$ cat config.mk
export PLATFORM = sky130hd
export DESIGN_NAME = reg_writeback
export DESIGN_NICKNAME = d
export VERILOG_FILES = /design/src/rtl/reg_writeback.sv
export SDC_FILE = /design/constraint.sdc
export NUM_CORES = 1
export LEC_CHECK = 0
export ABC_AREA = 1
export ABC_CLOCK_PERIOD_IN_PS = 3850
export BUFFER_PORTS_ARGS = -buffer_cell sky130_fd_sc_hd__clkbuf_2
export CORE_AREA = 2 2 154 126
export DETAILED_ROUTE_END_ITERATION = 16
export DIE_AREA = 0 0 156 128
export GPL_TIMING_DRIVEN = 0
export PLACE_DENSITY = 0.53
export SETUP_SLACK_MARGIN = 0.4
export SLEW_MARGIN = 30
export SYNTH_ARGS = -nofsm -noshare
export SYNTH_HDL_FRONTEND = slang
export SYNTH_SLANG_ARGS = --single-unit
$ cat constraint.sdc
create_clock -name clk -period 3.85 [get_ports clk]
set_clock_uncertainty 0.1 [all_clocks]
set_input_delay 0.385 -clock clk [delete_from_list [all_inputs] [get_ports clk]]
set_output_delay 0.385 -clock clk [all_outputs]
set_load 0.01 [all_outputs]
$ cat src/rtl/reg_writeback.sv
// rtl/reg_writeback.sv - writeback stage: ALU/load merge into the register-file write port
// with an in-order load-result FIFO and a per-register load scoreboard.
module reg_writeback #(
  parameter int DATA_W     = 16,
  parameter int ADDR_W     = 4,
  parameter int FIFO_DEPTH = 4
) (
  input  logic                     clk,
  input  logic                     rst,
  input  logic                     alu_valid,
  input  logic [ADDR_W-1:0]        alu_rd,
  input  logic [DATA_W-1:0]        alu_data,
  input  logic                     mem_valid,
  input  logic [ADDR_W-1:0]        mem_rd,
  input  logic [DATA_W-1:0]        mem_data,
  output logic                     mem_ready,
  input  logic                     iss_load,
  input  logic [ADDR_W-1:0]        iss_rd,
  output logic [ADDR_W-1:0]        Rd,
  output logic [DATA_W-1:0]        RW,
  output logic                     wr,
  output logic [(1<<ADDR_W)-1:0]   busy
);

  localparam int IDX_W = $clog2(FIFO_DEPTH);
  localparam int PTR_W = IDX_W + 1;
  localparam int NREG  = 1 << ADDR_W;

  typedef enum logic [1:0] {SRC_NONE, SRC_ALU, SRC_FIFO, SRC_MEM} src_e;

  logic [ADDR_W-1:0] fifo_rd_q   [FIFO_DEPTH];
  logic [DATA_W-1:0] fifo_data_q [FIFO_DEPTH];
  logic [PTR_W-1:0]  wr_ptr_q, wr_ptr_d, rd_ptr_q, rd_ptr_d;
  logic [PTR_W-1:0]  count;
  logic              fifo_empty, mem_accept, push, pop;
  src_e              src;

  logic              wr_q, wr_d, is_load_q, is_load_d;
  logic [ADDR_W-1:0] rd_q, rd_d;
  logic [DATA_W-1:0] rw_q, rw_d;
  logic [NREG-1:0]   busy_q, busy_d;

  // Extra pointer bit distinguishes full from empty.
  assign count      = wr_ptr_q - rd_ptr_q;
  assign fifo_empty = (wr_ptr_q == rd_ptr_q);
  assign mem_ready  = !rst && (count < PTR_W'(FIFO_DEPTH));
  assign mem_accept = mem_valid && mem_ready;

  always_comb begin
    src = SRC_NONE;
    if (alu_valid)        src = SRC_ALU;
    else if (!fifo_empty) src = SRC_FIFO;
    else if (mem_accept)  src = SRC_MEM;
  end

  assign push = mem_accept && (src != SRC_MEM);
  assign pop  = (src == SRC_FIFO);

  always_comb begin
    wr_ptr_d  = push ? wr_ptr_q + PTR_W'(1) : wr_ptr_q;
    rd_ptr_d  = pop  ? rd_ptr_q + PTR_W'(1) : rd_ptr_q;
    wr_d      = 1'b0;
    rd_d      = rd_q;
    rw_d      = rw_q;
    is_load_d = is_load_q;
    unique case (src)
      SRC_ALU: begin
        wr_d = 1'b1; rd_d = alu_rd; rw_d = alu_data; is_load_d = 1'b0;
      end
      SRC_FIFO: begin
        wr_d      = 1'b1;
        rd_d      = fifo_rd_q[rd_ptr_q[IDX_W-1:0]];
        rw_d      = fifo_data_q[rd_ptr_q[IDX_W-1:0]];
        is_load_d = 1'b1;
      end
      SRC_MEM: begin
        wr_d = 1'b1; rd_d = mem_rd; rw_d = mem_data; is_load_d = 1'b1;
      end
      default: ;
    endcase
  end

  // Clear when the load write retires; a same-cycle issue to that register wins.
  always_comb begin
    busy_d = busy_q;
    if (wr_q && is_load_q) busy_d[rd_q] = 1'b0;
    if (iss_load)          busy_d[iss_rd] = 1'b1;
  end

  always_ff @(posedge clk) begin
    if (rst) begin
      wr_ptr_q  <= '0;
      rd_ptr_q  <= '0;
      wr_q      <= 1'b0;
      rd_q      <= '0;
      rw_q      <= '0;
      is_load_q <= 1'b0;
      busy_q    <= '0;
    end else begin
      wr_ptr_q  <= wr_ptr_d;
      rd_ptr_q  <= rd_ptr_d;
      wr_q      <= wr_d;
      rd_q      <= rd_d;
      rw_q      <= rw_d;
      is_load_q <= is_load_d;
      busy_q    <= busy_d;
    end
  end

  always_ff @(posedge clk) begin
    if (push) begin
      fifo_rd_q[wr_ptr_q[IDX_W-1:0]]   <= mem_rd;
      fifo_data_q[wr_ptr_q[IDX_W-1:0]] <= mem_data;
    end
  end

  assign Rd   = rd_q;
  assign RW   = rw_q;
  assign wr   = wr_q;
  assign busy = busy_q;

endmodule

-- After elaboration in Yosys (flattened, before gate mapping)
Memory sizes are Yosys's and may differ from the RTL's. A register that Yosys moved wholly into a read port is not among the register bits.
Index checks and enable logic that the tools add are counted.
- $add $sub $neg: 3
- multiply operators: 0
- div/mod/pow operators: 0
- order comparisons: 5
- eq/ne operators: 5
- shifts and indexed selects: 0
- mux-type cells: 19
- bitwise logic cells: 3
- reductions and logical operators: 11
- operators with widths (operator ; number):
    16-bit case mux with 3 select lines ; 1
    16-bit 2-to-1 mux ; 2
    16-bit AND ; 1
    16-bit NOT ; 1
    16-bit OR ; 1
    2-bit 2-to-1 mux ; 7
    4-bit case mux with 3 select lines ; 1
    4-bit by 5-bit less-than comparator with 1-bit output, second input constant ; 2
    1-bit demux with 4-bit select ; 2
    4-bit by 1-bit >= comparator with 1-bit output, second input constant ; 2
    3-bit by 1-bit adder with 3-bit output, second input constant ; 2
    1-bit logical AND ; 6
    1-bit 2-to-1 mux ; 5
    2-bit equality test, second input constant ; 2
    3-bit equality test ; 1
    3-bit less-than comparator, second input constant ; 1
    3-bit nonzero test ; 1
    3-bit OR reduction ; 1
    3-bit subtractor ; 1
    2-bit by 1-bit equality test with 1-bit output, second input constant ; 1
    2-bit != test, second input constant ; 1
    1-bit case mux with 2 select lines ; 1
    2-bit nonzero test ; 1
    2-bit OR reduction ; 1
    1-bit zero test ; 1
- flip-flop bits (word level): 44
- bits in latches: 0
- bits in writable memories: 80
- bits in read-only memories: 0
- bits of input ports: 49
- output and inout bits: 38
- word-level logic and storage cells: 55
- memories: 2
- memory list (name ; depth ; width ; rd ports ; clocked after Yosys merged registers in ; wr ports ; RTL line ; text):
    fifo_data_q ; 4 ; 16 ; 1 ; 1 ; 1 ; 32 ; logic [DATA_W-1:0] fifo_data_q [FIFO_DEPTH];
    fifo_rd_q ; 4 ; 4 ; 1 ; 1 ; 1 ; 31 ; logic [ADDR_W-1:0] fifo_rd_q [FIFO_DEPTH];

-- Logic depth before layout (Yosys ltp)
- depth after elaboration: 11
- gate-level depth with buffers: 15
- gate-level depth less buffers: 14

-- Least setup slack after synthesis
No wires, ideal clock.
- path kind: reg-to-reg
- from: register rd_ptr_q[1]
- to: memory fifo_data_q[0][0] (enable)
- setup time: 397 ps
- arrival time: 2149 ps
- required time: 3353 ps
- setup slack: 1204 ps
- cell stages (with the launch flop): 10
- buffers on the path: 0
- clock period less this slack: 2646 ps
- path through: dfxtp_1 > inv_1 > ha_1 > nand2_1 > nand2_1 > nand2_2 > nand2_2 > nor2_4 > nand3_2 > nor2_1
- cells in the longest elaborated chain, start to end: 11
- elaborated cells on any way between the ends: 12
- those cells by class: add/sub: 1; order compare: 1; eq/ne: 2; mux: 5; reduce/logical: 3
- ends and longest elaborated chain (what ; RTL line ; text):
    from (decl) ; 33 ; logic [PTR_W-1:0] wr_ptr_q, wr_ptr_d, rd_ptr_q, rd_ptr_d;
    from (signal assigned) ; 101 ; rd_ptr_q <= rd_ptr_d;
    3-bit subtractor ; 44 ; assign count = wr_ptr_q - rd_ptr_q;
    3-bit less-than comparator ; 46 ; assign mem_ready = !rst && (count < PTR_W'(FIFO_DEPTH));
    1-bit logical AND ; 46 ;
    1-bit logical AND ; 47 ; assign mem_accept = mem_valid && mem_ready;
    2-bit 2-to-1 mux ; 53 ; else if (mem_accept) src = SRC_MEM;
    2-bit 2-to-1 mux ; 52 ; else if (!fifo_empty) src = SRC_FIFO;
    2-bit 2-to-1 mux ; 51 ; if (alu_valid) src = SRC_ALU;
    2-bit != test ; 56 ; assign push = mem_accept && (src != SRC_MEM);
    1-bit logical AND (*) ; 56 ;
    1-bit 2-to-1 mux (*) ; 111 ; if (push) begin
    1-bit 2-to-1 mux (not written as such) (*) ; 113 ; fifo_data_q[wr_ptr_q[IDX_W-1:0]] <= mem_data;
    to (decl) ; 32 ;
Mark *: on every way between the ends. The rest lies on a longest branch, timed or not.

-- Worst setup path in the final report
- from: register rd_ptr_q[1]
- to: memory fifo_data_q[3][5] (enable)
The elaborated chain is that of the path after synthesis.

==> out/metrics.csv <==
metric;value;unit
status;finished, final reports clean;
met1 Use GR;0.231;
vias in the first global route;4240;
register-to-register setup slack;1.11;ns
Die X;156;um
setup tns final;0;ns
clock latency on the worst-skew pair;0.43;ns
dpl hpwl;11000;um
layout cells sized above 1;0.223;
Slew HR;0.480;
FF-to-FF path depth;9;
Cell Chain, Critical Path;inv_1 -> ha_1 -> nand2_1 -> nand2_1 -> nand2_2 -> nand2_2 -> nor2_4 -> nand3_2 -> nor2_4;
DRT iter0 DRCs;347;
critical path required time;3.80;ns
post_cts resized;0;
Worst Hold Launch;mem_data[10];
TritonCTS clock tree;done;
met3 Usage GRT;0.0396;
Num Clock Sinks;126;
Area Growth Syn to Fin;26.4;%
max cap viols;0;
# port buffers;83;
initial antenna violation count;0;
Hold WS;0.0934;ns
fmax;365;MHz
crit-path max FO;21;
Worst setup SP type;flop;
root buffer cell;clkbuf_16;
Yosys Warn Count;0;
RSZ-0062 raised after global routing;false;
GRT Util Overall;0.162;
number of setup violations in the final report;0;
most frequent cell after synthesis;nand2_1;
floorplan core area;18500;um^2
syn_area_per_cell;9.49;um^2
dominant synthesized flop cell;edfxtp_1;
die area;20000;um^2
hold_buf cts;0;
cell taking the most area after synthesis;edfxtp_1;
sequential area share after synthesis;0.612;
Starting Density;0.293;
slowest CP cell;nor2_4;
synthesized flop and latch total;126;
LEAKAGE;2.76;nW
Mapped Area;5430;um^2
routed len/inst;16.7;um
worst slew pin tran;0.778;ns
post-route antenna net violation count;0;
Crit Path Class;flop to flop;
Synth async-reset ratio;0;
CP max stage delay;0.71;ns
Die Span Y;128;um
Worst Hold Class;primary input to flop;
clock-pin slew on the worst setup and hold paths;0.06;ns
final wirelength;15500;um
top cells by count, synth;nand2_1, edfxtp_1, nor2_1;
hold depth;1;
syn_nets;628;
worst path arrival time;2.69;ns
Final nets;733;
routability cong.;0.898;
critical path's top delay family;simple AND/OR/NAND/NOR gates;
peak supply drop;0.390;mV
pin count of the biggest net entering global routing;22;
Post-CTS Setup Inserts;0;
DRC;0;
number of flops mapped to enable cells by yosys;80;
CP Capture Type;flop;
FF-to-FF End;fifo_data_q[3][5];
worst hold endpoint;fifo_data_q[1][10];
GRT Residual Overflow;0;
Syn Inst Count;572;
reg2reg start;rd_ptr_q[1];
site row count;45;
global-route wire length before repair;23600;um
fin crit share;0.711;
H-tree levels;4;
Ports;87;
Synth top area share;0.442;
CP Buf/Inv Count;1;
minimum clock period;2.74;ns
Longest Clk Path Bufs;2;
via count;4385;
GR Layer Usage met2;0.228;
gr busiest metal;met1;
Max Slew Vio Count;0;
power density cells;776;nW/um^2
cts bufs inserted;17;
Fill cells;1849;
ant diodes;0;
Pre-Repair DR Iteration Count;5;
distinct cell type count after synthesis;32;
top cells by area, synth;edfxtp_1, dfxtp_1, nand2_1;
Final Hold Vio Count;0;
via-per-instance ratio;4.74;
-- metrics by stage --
stage / total power, mW / cell area, um^2 / utilization / worst slack [ns] / cells
floorplan: 2.99 / 5430 / - / 1.20 / 572
global placement: 3.64 / 6140 / 0.331 / 0.148 / 890
detailed placement: 3.69 / 6250 / 0.337 / 1.08 / 893
CTS: 5.36 / 6860 / 0.370 / 1.07 / 925
global route: 5.64 / 6860 / 0.370 / 0.820 / 925
finish: 5.32 / 6860 / 0.370 / 1.11 / 925
-- power by group --
part           switching, mW  total (mW)  internal [mW]  leakage [nW]
Combinational           1.31        1.90          0.594          1.37
Sequential             0.119        1.77           1.65          1.10
Clock                  0.631        1.65           1.02         0.286
Total                   2.06        5.32           3.26          2.76
-- how the worst max path moves through the flow --
| stage | start | endpoint | slack (ns) | cells past startpoint |
|---|---|---|---|---|
| floorplan | rd_ptr_q[1] | fifo_data_q[0][0] | 1.20 | 9 |
| global placement | rd_ptr_q[1] | fifo_data_q[0][8] | 0.15 | 9 |
| detailed placement | rd_ptr_q[1] | fifo_data_q[3][9] | 1.08 | 9 |
| CTS | rd_ptr_q[1] | fifo_rd_q[3][1] | 1.07 | 9 |
| global route | rd_ptr_q[1] | wr_ptr_q[2] | 0.82 | 12 |
| finish | rd_ptr_q[1] | fifo_data_q[3][5] | 1.11 | 9 |
-- layout by cell type, fill, tap and decap left out, types with 5 or more instances in the layout --
cell,count
a21boi_0,6
a21oi_1,36
clkbuf_1,16
clkbuf_16,17
clkbuf_2,83
dfxtp_1,46
edfxtp_1,80
ha_1,7
inv_1,31
inv_2,8
nand2_1,135
nand2_2,5
nand3_1,23
nand4_1,14
nor2_1,61
nor2_4,7
o21ai_0,46
o21ai_1,13
o22ai_1,14
-- area by class of cell --
type | instances | area [um^2] | share of cell area
Tap cell | 235 | 294 | 0.0429
Clock inverter | 15 | 186 | 0.0272
Inverter | 41 | 156 | 0.0228
Buffer | 26 | 125 | 0.0182
Sequential cell | 126 | 3320 | 0.484
Multi-Input combinational cell | 379 | 1850 | 0.270
Clock buffer | 17 | 425 | 0.0620
Timing Repair Buffer | 86 | 498 | 0.0726
-- flip-flops by register name (all words and copies together) (netlist names), named ones only --
name / count
wr_ptr_q: 3
busy: 16
fifo_data_q: 64
Rd: 4
RW: 16
fifo_rd_q: 16
wr: 1
rd_ptr_q: 3
is_load_q: 1
-- kinds of logic after synthesis --
kind of cell,after synthesis,share of synthesized area
AOI/OAI and AO/OA,117,0.115
buffers and inverters,67,0.0519
adders and majority gates,7,0.0161
DFF,126,0.612
and+or+nand+nor,255,0.205
-- layer usage --
layer | routed length, um | part of all wire | vias up
li1 | - | - | 2174
met1 | 7650 | 0.49 | 2042
met2 | 6370 | 0.41 | 143
met3 | 1030 | 0.067 | 26
met4 | 412 | 0.027 | 0
met5 | 0 | 0 | -
-- worst reg2reg max path: cells and delay by family (launching register included) --
kind          cells  cell delay [ns]
flops             1             0.33
simple gates      7             1.56
buf+inv           1             0.07
fa+ha+maj         1             0.30
(Power assumes the default switching activity.)
